`src/rtl/bitserial_addsub.sv`:
```
// ---------------------------------------------------------------------------
// bitserial_addsub
//   Two's-complement adder/subtractor that pushes one operand bit pair per
//   clock through a single 1-bit full adder (FA1b), LSB first, keeping only
//   the carry as registered feedback between cycles.
//
// Ports
//   clk     rising-edge clock
//   rst_n   asynchronous active-low reset
//   start   launch request, honoured in IDLE or DONE, ignored in RUN
//   sub     0: a+b, 1: a-b (sampled with start)
//   a, b    WIDTH-bit operands (sampled with start)
//   busy    high while the serial add is in progress
//   done    one-cycle pulse; result/cout/ovf(/zero) valid from this cycle
//   result  registered sum or difference
//   cout    carry out of the MSB (for subtract, 1 means no borrow)
//   ovf     signed overflow: carry into MSB XOR carry out of MSB
//   zero    result == 0 (only when BITSERIAL_ADDSUB_ZERO_FLAG_EN is defined)
//
// Build option
//   BITSERIAL_ADDSUB_ZERO_FLAG_EN : adds the registered zero flag output.
// ---------------------------------------------------------------------------

// Purpose: bit-serial add/sub, one full-adder cell reused for WIDTH cycles.
// Latency: WIDTH+1 edges from start sample to done pulse; one result per WIDTH+1 cycles.
// Backpressure: none; start is only accepted in IDLE/DONE and ignored while busy.
module bitserial_addsub #(
    parameter int WIDTH = 16
) (
    input  logic             clk,
    input  logic             rst_n,
    input  logic             start,
    input  logic             sub,
    input  logic [WIDTH-1:0] a,
    input  logic [WIDTH-1:0] b,
    output logic             busy,
    output logic             done,
    output logic [WIDTH-1:0] result,
    output logic             cout,
    output logic             ovf
`ifdef BITSERIAL_ADDSUB_ZERO_FLAG_EN
    ,
    output logic             zero
`endif
);

    localparam int CW = (WIDTH > 1) ? $clog2(WIDTH) : 1;
    localparam logic [CW-1:0] CNT_LAST = CW'(WIDTH - 1);

    generate
        if (WIDTH < 2 || WIDTH > 64) begin : g_width_check
            $error("bitserial_addsub: WIDTH must be in 2..64");
        end
    endgenerate

    typedef enum logic [1:0] {
        S_IDLE = 2'd0,
        S_RUN  = 2'd1,
        S_DONE = 2'd2
    } state_t;

    state_t state;
    state_t state_nxt;

    logic [WIDTH-1:0] opa;
    logic [WIDTH-1:0] opb;
    logic [WIDTH-1:0] acc;
    logic             carry;
    logic [CW-1:0]    cnt;

    logic             fa_sum;
    logic             fa_co;
    logic             launch;
    logic             last_bit;
    logic [WIDTH-1:0] acc_final;

    // The only arithmetic cell; its carry is closed through the carry register.
    FA1b u_fa (
        .a    (opa[0]),
        .b    (opb[0]),
        .cin  (carry),
        .s    (fa_sum),
        .cout (fa_co)
    );

    // Accumulator as it will look after the current edge, with the last
    // sum bit already shifted into the MSB.
    assign acc_final = {fa_sum, acc[WIDTH-1:1]};

    // ---------------------------------------------------------------------
    // FSM state register
    // ---------------------------------------------------------------------
    always_ff @(posedge clk or negedge rst_n) begin
        if (!rst_n) begin
            state <= S_IDLE;
        end else begin
            state <= state_nxt;
        end
    end

    // ---------------------------------------------------------------------
    // FSM next-state and decoded outputs
    // ---------------------------------------------------------------------
    always_comb begin
        state_nxt = state;
        launch    = 1'b0;
        last_bit  = 1'b0;
        busy      = 1'b0;
        done      = 1'b0;
        case (state)
            S_IDLE: begin
                if (start) begin
                    launch    = 1'b1;
                    state_nxt = S_RUN;
                end
            end
            S_RUN: begin
                busy = 1'b1;
                if (cnt == CNT_LAST) begin
                    last_bit  = 1'b1;
                    state_nxt = S_DONE;
                end
            end
            S_DONE: begin
                done = 1'b1;
                // A start seen here chains straight into the next operation.
                if (start) begin
                    launch    = 1'b1;
                    state_nxt = S_RUN;
                end else begin
                    state_nxt = S_IDLE;
                end
            end
            default: begin
                state_nxt = S_IDLE;
            end
        endcase
    end

    // ---------------------------------------------------------------------
    // Serial datapath: operand shifters, carry, bit counter, accumulator
    // ---------------------------------------------------------------------
    always_ff @(posedge clk or negedge rst_n) begin
        if (!rst_n) begin
            opa   <= '0;
            opb   <= '0;
            acc   <= '0;
            carry <= 1'b0;
            cnt   <= '0;
        end else if (launch) begin
            opa   <= a;
            // Subtract as a + ~b + 1: invert b here and seed carry with sub.
            opb   <= b ^ {WIDTH{sub}};
            acc   <= '0;
            carry <= sub;
            cnt   <= '0;
        end else if (state == S_RUN) begin
            acc   <= acc_final;
            opa   <= opa >> 1;
            opb   <= opb >> 1;
            carry <= fa_co;
            cnt   <= cnt + 1'b1;
        end
    end

    // ---------------------------------------------------------------------
    // Result registers: updated only on the final RUN edge so partial sums
    // never reach the outputs.
    // ---------------------------------------------------------------------
    always_ff @(posedge clk or negedge rst_n) begin
        if (!rst_n) begin
            result <= '0;
            cout   <= 1'b0;
            ovf    <= 1'b0;
        end else if (last_bit) begin
            result <= acc_final;
            cout   <= fa_co;
            // carry currently holds the carry into the MSB position.
            ovf    <= carry ^ fa_co;
        end
    end

`ifdef BITSERIAL_ADDSUB_ZERO_FLAG_EN
    always_ff @(posedge clk or negedge rst_n) begin
        if (!rst_n) begin
            zero <= 1'b0;
        end else if (last_bit) begin
            zero <= (acc_final == '0);
        end
    end
`endif

endmodule

// Purpose: 1-bit full adder cell.
// Latency: purely combinational.
// Backpressure: none.
module FA1b (
    input  logic a,
    input  logic b,
    input  logic cin,
    output logic s,
    output logic cout
);

    assign s    = a ^ b ^ cin;
    assign cout = (a & b) | (a & cin) | (b & cin);

endmodule

```
`config.mk`:
```
export PLATFORM = sky130hd
export DESIGN_NAME = bitserial_addsub
export DESIGN_NICKNAME = d
export VERILOG_FILES = /design/src/rtl/bitserial_addsub.sv
export SDC_FILE = /design/constraint.sdc
export NUM_CORES = 1
export LEC_CHECK = 0
export CAP_MARGIN = 15
export CORE_MARGIN = 2
export CORE_UTILIZATION = 47
export DETAILED_ROUTE_END_ITERATION = 7
export PLACE_DENSITY = 0.8
export SYNTH_ARGS = -nofsm -noshare
export SYNTH_HDL_FRONTEND = slang
export SYNTH_SLANG_ARGS = --single-unit
```
`constraint.sdc`:
```
create_clock -name clk -period 1.5 [get_ports clk]
set_input_delay 0.3 -clock clk [delete_from_list [all_inputs] [get_ports clk]]
set_output_delay 0.3 -clock clk [all_outputs]
set_load 0.02 [all_outputs]
```
# == Word-level counts from Yosys, hierarchy flattened ==
# Cells that the tools add are included.
# classes
n_addsub,1
n_mul,0
n_div,0
order_cmp,0
eq_ne,5
n_shift,0
n_mux,20
bitwise_logic,9
reduce_logical,4
# op_table
operator,count
16-bit 2-to-1 mux,6
16-bit XOR,1
1-bit 2-to-1 mux,9
4-bit 2-to-1 mux,2
2-bit one-hot mux with 3 select lines,1
4-bit by 1-bit adder with 4-bit output (second input constant),1
4-bit == test (second input constant),1
2-bit 2-to-1 mux,2
2-bit != test (second input constant),2
1-bit AND,3
1-bit XOR,3
2-bit by 1-bit == test with 1-bit output (second input constant),1
2-bit == test (second input constant),1
2-bit zero test,1
1-bit OR,2
2-bit AND reduction,1
2-bit nonzero test,1
2-bit OR reduction,1
# totals
regBits,73
latch_bits,0
ram_bits,0
mem_bits_ro,0
input_bits,36
output_inout_bits,20
wordCells,48
memories,0

# == Logic depth before layout (Yosys ltp) ==
# logic_depth
ltp_word,5
ltp_mapped,6
ltp_nobuf,4

# == Hierarchy ==
# From an unflattened synthesis, not the netlist that was laid out.
# hier_totals
cells_unflattened,266
area_unflattened_um2,3100.5
# modules_own_cells
module,instances,cells_each,area_each_um2,seq_area_each_um2
bitserial_addsub,1,265,3080.5,1801.7
FA1b,1,1,20.0,0.0

# == Worst setup path before layout ==
# No wires, ideal clock.
# synth_timing
path_kind,flip-flop to flip-flop
start,register cnt[0]
end,register result[10]
setup_time_ns,0.125
t_arrival_ns,1.397
t_required_ns,1.375
setup_slack_ns,-0.021
path_stages_with_launch,7
n_path_buf,2
period_less_slack_ns,1.521
path_cell_list,dfrtp_1 ha_1 nand3_1 nor3b_2 buf_6 buf_12 mux2_2
# synth_between
elab_chain_len,3
# synth_lines
element,line_no,text
"start, declared",69,logic [CW-1:0] cnt;
"start signal, assigned",162,cnt <= cnt + 1'b1;
4-bit == test,119,if (cnt == CNT_LAST) begin
1-bit 2-to-1 mux,119,
1-bit 2-to-1 mux,110,case (state)
"end signal, assigned",176,result <= acc_final;
"end, declared",38,"output logic [WIDTH-1:0] result,"
# Every way passes these cells.
# A chain may end at the register's enable or synchronous reset.

# == Worst setup path after layout ==
# layout_timing
start,register cnt[1]
end,register result[4]
# The elaborated chain is that of the path after synthesis.

==> qor.yml <==
final_cell_mix: "dfrtp_1, clkdlybuf4s50_1, a22o_1"
grt_first_pass_wirelength_mm: 10.3
setup_slack_ns: -0.134
ir_worst_vdd_v: 0.00108
wl_per_cell_microns: 15.9
power_density_nw_per_um2: 1940
end_kind: "register"
p_sw_w: 0.00290
clock_sinks: 72
vias_per_cell: 5.27
seq_power_share: 0.407
p_int_w: 0.00533
ys_seq_elements: 72
synth.top_cell.area_share: 0.576
multiInputGateArea_sq_um: 1320
p_comb_frac: 0.420
rows: 29
diodes: 0
area_growth_pct: 35.2
finalMaxSlewViolations: 0
cts_buffer_depth: 2
die_w_microns: 85.6
p_leak_nw: 2.09
cp_cell_sequence: "ha_4, nand3_4, nor3b_4, buf_6, mux2_4"
postRouteAntennaNets: 0
slowest_delay_ns: 0.41
fin_crit_ns: 1.63
die-area_sq_um: 7330
grt_pass1_vias: 2195
start_kind: "register"
synth_top_area_cell: "dfrtp_1"
grt_util_all_layers: 0.182
io_pins: 56
slew_headroom: 0.756
tightest_slew_ns: 0.367
arrival_ns: 1.87
dp_hpwl_mm: 4.32
timing.fmax_mhz: 612
core_region_area_sq_um: 6390
place_worst_setup_slack_ns: -0.196
wl_mm: 6.37
switching_share: 0.352
ys_top_cells_by_area: "dfrtp_1, a22o_1, mux2i_1"
clock-root-buffer: "clkbuf_8"
cts_inserted_buffers: 9
final_util: 0.662
hold_path.class: "reg -> reg"
cp_max_fo: 6
rsz0062_at_grt: "true"
skew_ns: 0.00705
setup_tns_ns: -2.13
ys_seq_area_frac: 0.576
violations: "negative setup slack"
status: "finished with violations"
final_common_cell: "dfrtp_1"
dr.pass1.iters: 4
fillers: 502
syn_area_per_cell_sq_um: 12.9
drive_above_1_share: 0.225
layout.nets: 357
drt-initial-drc-count: 104
finalCritPeriodShare: 1.09
syn_area_sq_um: 3130
grt_max_degree: 73
grt_overflow: 0
synth_fp_nets: 280
design_power_total_w: 0.00822
clkSlewWorstSetupHoldPaths_ns: 0.08
setup_viol: 18
worstPathRequired_ns: 1.74
cts_tree: "yes"
die_height_microns: 85.6
ys_types: 25
antenna_found_initial: 0
gp_congestion: 0.754
numPortBuffers: 55
cts.htree.levels: 3
final-seq-area_sq_um: 1800
drc: 0
start_util: 0.490
timing.final.hold_violations: 0
crit_path_top_delay_cell: "dfrtp_1"
insertion_delay_ns: 0.35
p_clk_frac: 0.173
dr_total_vias: 2113
yosys_warnings: 0
synthCells: 242
crit_type: "reg -> reg"
cap_violations: 0
-- critical path, delay by kind of cell, from the launching register on --
family	cells	cell delay [ns]
DFF	1	0.41
buffers and inverters	1	0.20
adders and majority gates	1	0.17
muxes	1	0.31
and+or+nand+nor	2	0.43
-- sequential cells by signal, summed over array words and instances, names as in the netlist --
name,flops
opb,16
acc,15
cout,1
ovf,1
carry,1
state,2
result,16
opa,16
cnt,4
-- power groups by stage --
stage               registers [W]  clock network, W  logic (W)
global placement          0.00328                 0    0.00307
finish                    0.00335           0.00142    0.00345
floorplan                 0.00343                 0    0.00187
global route              0.00345           0.00157    0.00378
detailed placement        0.00334                 0    0.00321
CTS                       0.00331           0.00145    0.00320
-- logic make-up (layout without fill, tap and decap cells) --
group	Yosys count	after routing	synth area share
DFF	72	72	0.576
AOI/OAI and AO/OA	57	57	0.135
adders and majority gates	2	2	0.0104
xor gates and xnor gates	17	17	0.0476
buffers and inverters	18	100	0.0420
muxes	41	41	0.139
and+or+nand+nor	35	35	0.0500
-- repair_timing --
action	4_1_cts	5_1_grt
hold buffers	1	0
setup endpoints to repair	43	45
cloned	0	2
pin swaps	0	2
setup buffers	1	2
endpoints found under the hold margin	72	0
resized for setup	35	22
-- through the flow --
step | hold slack, ns | cells | cell area [sq um]
after CTS | 0.485 | 397 | 4110
after global placement | 0.352 | 379 | 3880
after global routing | 0.496 | 401 | 4230
final | 0.479 | 401 | 4230
after floorplan | 0.00441 | 242 | 3140
after detailed placement | 0.359 | 379 | 3880
-- routing by layer --
| metal | GRT usage | vias to the layer above | routed length, microns |
|---|---|---|---|
| li1 | - | 1016 | - |
| met1 | 0.236 | 1025 | 2770 |
| met2 | 0.293 | 61 | 3210 |
| met3 | 0.0481 | 11 | 280 |
| met4 | 0.0693 | 0 | 106 |
| met5 | 0 | - | 0 |
-- final timing paths --
path                            slack (ns)                      to               start  cells past startpoint
worst max register to register       -0.13   result[4]$_DFFE_PN0P_  cnt[1]$_DFFE_PN0P_                      5
worst min-delay path                  0.48      opa[4]$_DFFE_PN0P_  opa[4]$_DFFE_PN0P_                      1
max in group asynchronous             0.69      opb[9]$_DFFE_PN0P_               rst_n                      3
worst max-delay path                 -0.13   result[4]$_DFFE_PN0P_  cnt[1]$_DFFE_PN0P_                      5
worst min register to register        0.48      opa[4]$_DFFE_PN0P_  opa[4]$_DFFE_PN0P_                      1
min in group asynchronous             0.51  result[11]$_DFFE_PN0P_               rst_n                      3
-- synthesized netlist by cell type --
master and n:
mux2_2 15, xnor2_1 4, clkbuf_1 2, nor3b_2 1
mux2i_1 21, xor2_1 13, a21o_1 8, fa_1 1
buf_2 8, nand2_1 23, nor2b_1 3, dfrtp_1 72
mux2_1 5, nor2_1 4, a221o_1 4, nand3_1 1
o21ai_0 19, nand2b_1 1, nand4_1 1, buf_4 4
ha_1 1, a22o_1 26, buf_6 3, buf_12 1
nor2_2 1
-- area by class of cell --
cell class	instances	area share
clock buffers	9	0.0293
clock inverters	7	0.0148
multi-input cells	152	0.312
flip-flops and latches	72	0.426
well taps	77	0.0228
repair buffers	84	0.196
Power figures use the tool's default switching activity.
